$ cat config.mk
export PLATFORM = sky130hd
export DESIGN_NAME = fp_int_to_half
export DESIGN_NICKNAME = d
export VERILOG_FILES = /design/src/rtl/fp_pkg.sv /design/src/rtl/fp_leading_one.sv /design/src/rtl/fp_int_to_half.sv
export SDC_FILE = /design/constraint.sdc
export NUM_CORES = 1
export LEC_CHECK = 0
export ABC_AREA = 1
export CAP_MARGIN = 20
export CORE_MARGIN = 2
export CORE_UTILIZATION = 25
export CTS_CLUSTER_SIZE = 40
export DETAILED_ROUTE_END_ITERATION = 6
export GPL_ROUTABILITY_DRIVEN = 0
export PLACE_DENSITY = 0.42
export SKIP_LAST_GASP = 1
export SLEW_MARGIN = 40
export SYNTH_ARGS = -nofsm -noshare
export SYNTH_HDL_FRONTEND = slang
export SYNTH_SLANG_ARGS = --single-unit
$ cat constraint.sdc
create_clock -name clk_i -period 6.26 [get_ports clk_i]
set_clock_uncertainty 0.1 [all_clocks]
set_input_delay 0.939 -clock clk_i [delete_from_list [all_inputs] [get_ports clk_i]]
set_output_delay 0.939 -clock clk_i [all_outputs]
set_load 0.05 [all_outputs]
$ cat src/rtl/fp_pkg.sv
// Shared binary16 constants and the packed half-precision layout.
package fp_pkg;

   localparam int EXP_BITS       = 5;
   localparam int MAN_BITS       = 10;
   localparam int EXP_BIAS       = 15;
   localparam int EXP_MAX_FINITE = 30;

   localparam logic [15:0] FP16_INF = 16'h7C00;
   localparam logic [15:0] FP16_MAX = 16'h7BFF;

   typedef struct packed {
      logic                sign;
      logic [EXP_BITS-1:0] exp;
      logic [MAN_BITS-1:0] man;
   } half_t;

endpackage

$ cat src/rtl/fp_leading_one.sv
// Leading-one locator: lz_o is the position of the highest set bit, counted down from the MSB.
module fp_leading_one #(
   parameter int LEN = 32,
   parameter int LZW = $clog2(LEN)
) (
   input  logic [LEN-1:0] vec_i,
   output logic [LZW-1:0] lz_o
);

   // Ascending scan: the highest set bit is written last and wins; all-zero input yields 0.
   always_comb begin
      lz_o = '0;
      for (int i = 0; i < LEN; i++) begin
         if (vec_i[i]) begin
            lz_o = LZW'(LEN - 1 - i);
         end
      end
   end

endmodule

$ cat src/rtl/fp_int_to_half.sv
// Signed integer to IEEE binary16, round-to-nearest-even; FP_INT_TO_HALF_SAT_EN saturates overflow to max finite.
// Latency 2 cycles (S1 sign/magnitude, S2 normalise/round), one result per cycle.
// Backpressure: each stage advances when empty or draining; ready_o = ~s1_valid | s1_advance.
module fp_int_to_half
   import fp_pkg::*;
#(
   parameter int IN_WIDTH = 32
) (
   input  logic                clk_i,
   input  logic                rst_i,
   input  logic                valid_i,
   output logic                ready_o,
   input  logic [IN_WIDTH-1:0] data_i,
   output logic                valid_o,
   input  logic                ready_i,
   output logic [15:0]         result_o,
   output logic                inexact_o,
   output logic                overflow_o
);

   localparam int LZW   = $clog2(IN_WIDTH);
   localparam int EXT_W = IN_WIDTH + MAN_BITS + 2;

`ifdef FP_INT_TO_HALF_SAT_EN
   localparam half_t OVF_VAL = half_t'(FP16_MAX);
`else
   localparam half_t OVF_VAL = half_t'(FP16_INF);
`endif

   logic                s1_valid_q, s1_valid_d;
   logic                s1_sign_q,  s1_sign_d;
   logic                s1_zero_q,  s1_zero_d;
   logic [IN_WIDTH-1:0] s1_mag_q,   s1_mag_d;

   logic                s2_valid_q, s2_valid_d;
   half_t               s2_res_q,   s2_res_d;
   logic                s2_inx_q,   s2_inx_d;
   logic                s2_ovf_q,   s2_ovf_d;

   logic                s1_advance;
   logic                s2_ready;
   logic [LZW-1:0]      lz;

   logic [EXT_W-1:0]    frac;
   logic [MAN_BITS-1:0] mant;
   logic                guard;
   logic                sticky;
   logic                round_inc;
   logic [MAN_BITS:0]   man_r;
   logic [7:0]          exp_b;
   logic [7:0]          exp_r;
   logic                ovf;
   half_t               res;
   logic                inx;

   fp_leading_one #(
      .LEN (IN_WIDTH)
   ) u_lead (
      .vec_i (s1_mag_q),
      .lz_o  (lz)
   );

   // Shifting one past lz drops the hidden one, leaving mantissa, guard and sticky bits at the top.
   always_comb begin
      frac      = {s1_mag_q, {(MAN_BITS + 2){1'b0}}} << lz << 1;
      mant      = frac[EXT_W-1 -: MAN_BITS];
      guard     = frac[EXT_W-1-MAN_BITS];
      sticky    = |frac[EXT_W-2-MAN_BITS:0];
      round_inc = guard & (sticky | mant[0]);
      man_r     = {1'b0, mant} + {{MAN_BITS{1'b0}}, round_inc};
      exp_b     = 8'(IN_WIDTH - 1 + EXP_BIAS) - 8'(lz);
      exp_r     = exp_b + {7'b0, man_r[MAN_BITS]};
      ovf       = exp_r > 8'(EXP_MAX_FINITE);
      inx       = guard | sticky;
      res       = '{sign: s1_sign_q, exp: exp_r[EXP_BITS-1:0], man: man_r[MAN_BITS-1:0]};
      if (s1_zero_q) begin
         res = '0;
         inx = 1'b0;
         ovf = 1'b0;
      end else if (ovf) begin
         res      = OVF_VAL;
         res.sign = s1_sign_q;
         inx      = 1'b1;
      end
   end

   always_comb begin
      s2_ready   = ~s2_valid_q | ready_i;
      s1_advance = s1_valid_q & s2_ready;
      ready_o    = ~s1_valid_q | s1_advance;

      s1_valid_d = s1_valid_q;
      s1_sign_d  = s1_sign_q;
      s1_zero_d  = s1_zero_q;
      s1_mag_d   = s1_mag_q;
      s2_valid_d = s2_valid_q;
      s2_res_d   = s2_res_q;
      s2_inx_d   = s2_inx_q;
      s2_ovf_d   = s2_ovf_q;

      if (ready_o) begin
         s1_valid_d = valid_i;
         if (valid_i) begin
            s1_sign_d = data_i[IN_WIDTH-1];
            s1_zero_d = (data_i == '0);
            // Negating the most negative value wraps to 2^(W-1), which is its exact unsigned magnitude.
            s1_mag_d  = data_i[IN_WIDTH-1] ? -data_i : data_i;
         end
      end

      if (s2_ready) begin
         s2_valid_d = s1_valid_q;
         if (s1_valid_q) begin
            s2_res_d = res;
            s2_inx_d = inx;
            s2_ovf_d = ovf;
         end
      end
   end

   always_ff @(posedge clk_i or posedge rst_i) begin
      if (rst_i) begin
         s1_valid_q <= 1'b0;
         s1_sign_q  <= 1'b0;
         s1_zero_q  <= 1'b0;
         s1_mag_q   <= '0;
         s2_valid_q <= 1'b0;
         s2_res_q   <= '0;
         s2_inx_q   <= 1'b0;
         s2_ovf_q   <= 1'b0;
      end else begin
         s1_valid_q <= s1_valid_d;
         s1_sign_q  <= s1_sign_d;
         s1_zero_q  <= s1_zero_d;
         s1_mag_q   <= s1_mag_d;
         s2_valid_q <= s2_valid_d;
         s2_res_q   <= s2_res_d;
         s2_inx_q   <= s2_inx_d;
         s2_ovf_q   <= s2_ovf_d;
      end
   end

   assign valid_o    = s2_valid_q;
   assign result_o   = s2_res_q;
   assign inexact_o  = s2_inx_q;
   assign overflow_o = s2_ovf_q;

endmodule

==> impl_metrics.json <==
{
  "status": "completed",
  "synthTopCellsByArea": "dfrtp_1 26%, nand3_1 20%, nand2_1 19%, inv_1 5.9%, o21ai_0 4.7%",
  "num-nets-final": 957,
  "cpPeakStageDelay_ns": 0.39,
  "relSlewSlack_pct": 39.9,
  "num_antenna_cells": 0,
  "drive_above_1_share_pct": 6.43,
  "p_sw_uw": 997,
  "syn_nets": 915,
  "drt-total-wl_um": 17100,
  "synth_area_leader_cell": "dfrtp_1",
  "fmax_mhz": 185,
  "crit_type": "reg -> reg",
  "hold_path_depth": 2,
  "cts_buffer_depth": 2,
  "crit_arrival_ns": 5.51,
  "ys.warnings.count": 0,
  "final-setup-viol-count": 0,
  "start_kind": "register",
  "p_per_area_mw_per_mm2": 312,
  "synth_edf_count": 0,
  "worst_slew_pin_slew_ns": 0.899,
  "cp.required_ns": 6.36,
  "crit_fanout": 22,
  "die_area_mm2": 0.0221,
  "core_mm2": 0.0204,
  "synthCells": 874,
  "port-buffer-count": 55,
  "p_seq_share_pct": 23.5,
  "synthArstFlopShare_pct": 100,
  "finalSetupTns_ns": 0,
  "fill_cells": 2350,
  "worst_r2r_path_depth": 54,
  "grt_pass1_wl_um": 28300,
  "initial_core_util_pct": 25.7,
  "die_width_um": 149,
  "finalHoldViolations": 0,
  "die_h_um": 149,
  "min_period_over_period_pct": 86.4,
  "grt-ovfl-total": 0,
  "dp.final_hpwl_um": 13500,
  "vdd.ir_drop.worst_uv": 115,
  "pin_count": 56,
  "ant_nets": 0,
  "clock_latency_ns": 0.30,
  "period_needed_ns": 5.41,
  "cts_tree": "yes",
  "grt_antenna_before_repair": 0,
  "synth.top_cell.area_share_pct": 25.8,
  "via_per_inst": 4.75,
  "worst_path_most_repeated_cell": "nand2_1",
  "drc": 0,
  "cts_made_buffers": 5,
  "dr.pass1.iters": 5,
  "grt_pass1_vias": 5401,
  "report.final.slew_viol_count": 0,
  "holdWs_ns": 0.385,
  "sw_frac_of_total_pct": 50.6,
  "groute.usage.overall_pct": 15.9,
  "vias": 5634,
  "p_leak_uw": 0.00302,
  "grt_max_degree": 63,
  "cp_slowest_cell": "dfrtp_1",
  "p_clk_share_pct": 17.1,
  "cap_violations": 0,
  "rsz0062_at_grt": "no",
  "holdBufCountCts": 0,
  "netlist_area_mm2": 0.00524,
  "ys.flop_type": "dfrtp_1",
  "cts_root_buf": "clkbuf_16",
  "end_kind": "register",
  "num_rows": 52,
  "p_int_uw": 974,
  "synth-seq-cells": 54,
  "avgSynthCellArea_um2": 6.00,
  "area_delta_synth_final_pct": 20.6,
  "clkTransAtPathRegs_ns": 0.07,
  "synth_seq_area_share_pct": 25.8,
  "comb_power_share_pct": 59.4,
  "drtIter0Drc": 322,
  "synth.distinct_cells": 41,
  "wl_per_cell_um": 14.4,
  "min_path_type": "reg -> reg",
  "htreeDepth": 2,
  "clock_sinks": 54
}
stage by stage:
step / instance area (um^2) / utilization [%] / setup slack, ns / instances / power (uW)
after floorplan: 5240 / - / 1.51 / 874 / 1290
after CTS: 6260 / 30.6 / 0.594 / 1185 / 1960
after global routing: 6320 / 30.9 / 0.0118 / 1187 / 2160
after global placement: 6080 / 29.8 / 0.707 / 1177 / 1630
final: 6320 / 30.9 / 0.853 / 1187 / 1970
after detailed placement: 6080 / 29.8 / 0.634 / 1177 / 1610
kinds of logic (layout without fill, tap and decap cells):
family / Yosys count / count (layout) / synth area share, %
simple gates: 575 / 576 / 49.2
buf+inv: 124 / 166 / 9.41
compound gates: 84 / 84 / 9.02
flops: 54 / 54 / 25.8
xor+xnor: 32 / 32 / 5.35
fa+ha+maj: 5 / 5 / 1.19
state kept, by name (all words and copies together) (netlist names):
signal	flops
overflow_o	1
inexact_o	1
result_o	16
s1_valid_q	1
valid_o	1
s1_mag_q	32
s1_sign_q	1
s1_zero_q	1
synthesized netlist by cell type, types with 2 or more instances:
master	instances
nand3_1	206
o211ai_1	4
nand2_2	4
inv_1	82
clkbuf_1	28
buf_6	2
nor2_2	4
nand4_1	5
inv_2	5
o21ai_0	49
or2_2	4
o41ai_1	2
nor2_4	2
ha_1	5
a21oi_1	9
nand3_2	3
o31ai_1	4
buf_4	2
o21ai_1	8
xnor2_1	7
dfrtp_1	54
xor2_1	25
buf_2	3
nor2_1	55
nor3_1	12
nor4_1	4
nand2_1	267
a22o_1	2
a31oi_1	2
nand2_4	4
cell type report:
class                           instances  area (um^2)  area share [%]
Clock buffer                            6          139            2.20
Clock inverter                          2         38.8           0.614
Inverter                               88          332            5.25
Multi-Input combinational cell        697         3450            54.6
Sequential cell                        54         1350            21.4
Tap cell                              270          338            5.35
Timing Repair Buffer                   70          671            10.6
worst paths after layout:
path	from	to	slack, ns
min reg2reg	result_o[10]	result_o[10]	0.39
max in group asynchronous	rst_i	s1_mag_q[3]	4.56
min in group asynchronous	rst_i	s1_mag_q[29]	1.04
max reg2reg	s1_mag_q[1]	result_o[1]	0.85
min	result_o[10]	result_o[10]	0.39
max	s1_mag_q[1]	result_o[1]	0.85
worst max-delay path: cells and delay by family, from the launching register on:
| kind | cells | cell delay, ns |
|---|---|---|
| compound gates | 3 | 0.41 |
| flops | 1 | 0.39 |
| simple gates | 43 | 3.22 |
| xor+xnor | 1 | 0.16 |
| buf+inv | 4 | 0.46 |
| fa+ha+maj | 3 | 0.54 |
layout by cell type (no fill, tap or decap), drive strengths merged:
cell / netlist / routed
dfrtp: 54 / 54
xnor2: 7 / 7
o31ai: 4 / 4
o2111ai: 1 / 1
nor3: 12 / 12
a311oi: 1 / 1
nor3b: 1 / 1
clkdlybuf4s50: 0 / 55
bufinv: 0 / 1
nand2: 275 / 276
nand4: 6 / 6
a22o: 2 / 2
nor2: 62 / 62
xor2: 25 / 25
o211ai: 4 / 4
or2: 5 / 5
nand3: 209 / 209
buf: 8 / 15
nor4: 4 / 4
clkinv: 1 / 1
ha: 5 / 5
clkbuf: 28 / 6
inv: 87 / 88
a31oi: 2 / 2
o41ai: 2 / 2
and2: 1 / 1
o21ai: 57 / 57
o32ai: 1 / 1
a21oi: 10 / 10
power by group through the flow:
stage | clock network [uW] | registers [uW] | logic [uW]
after floorplan | 0 | 507 | 786
after global placement | 0 | 470 | 1160
after detailed placement | 0 | 471 | 1140
after CTS | 351 | 464 | 1150
after global routing | 365 | 473 | 1320
final | 337 | 464 | 1170
layer usage:
layer / up-vias / wire length, um / global-route usage [%]
li1: 2953 / - / -
met3: 17 / 574 / 1.77
met2: 136 / 7600 / 25.0
met5: - / 0 / 0
met1: 2528 / 8630 / 23.2
met4: 0 / 299 / 4.05
timing repair:
action / 4_1_cts / 5_1_grt
setup buffers: 0 / 1
endpoints found under the setup margin: 0 / 15
resized for setup: 0 / 7
(Power assumes the default switching activity.)
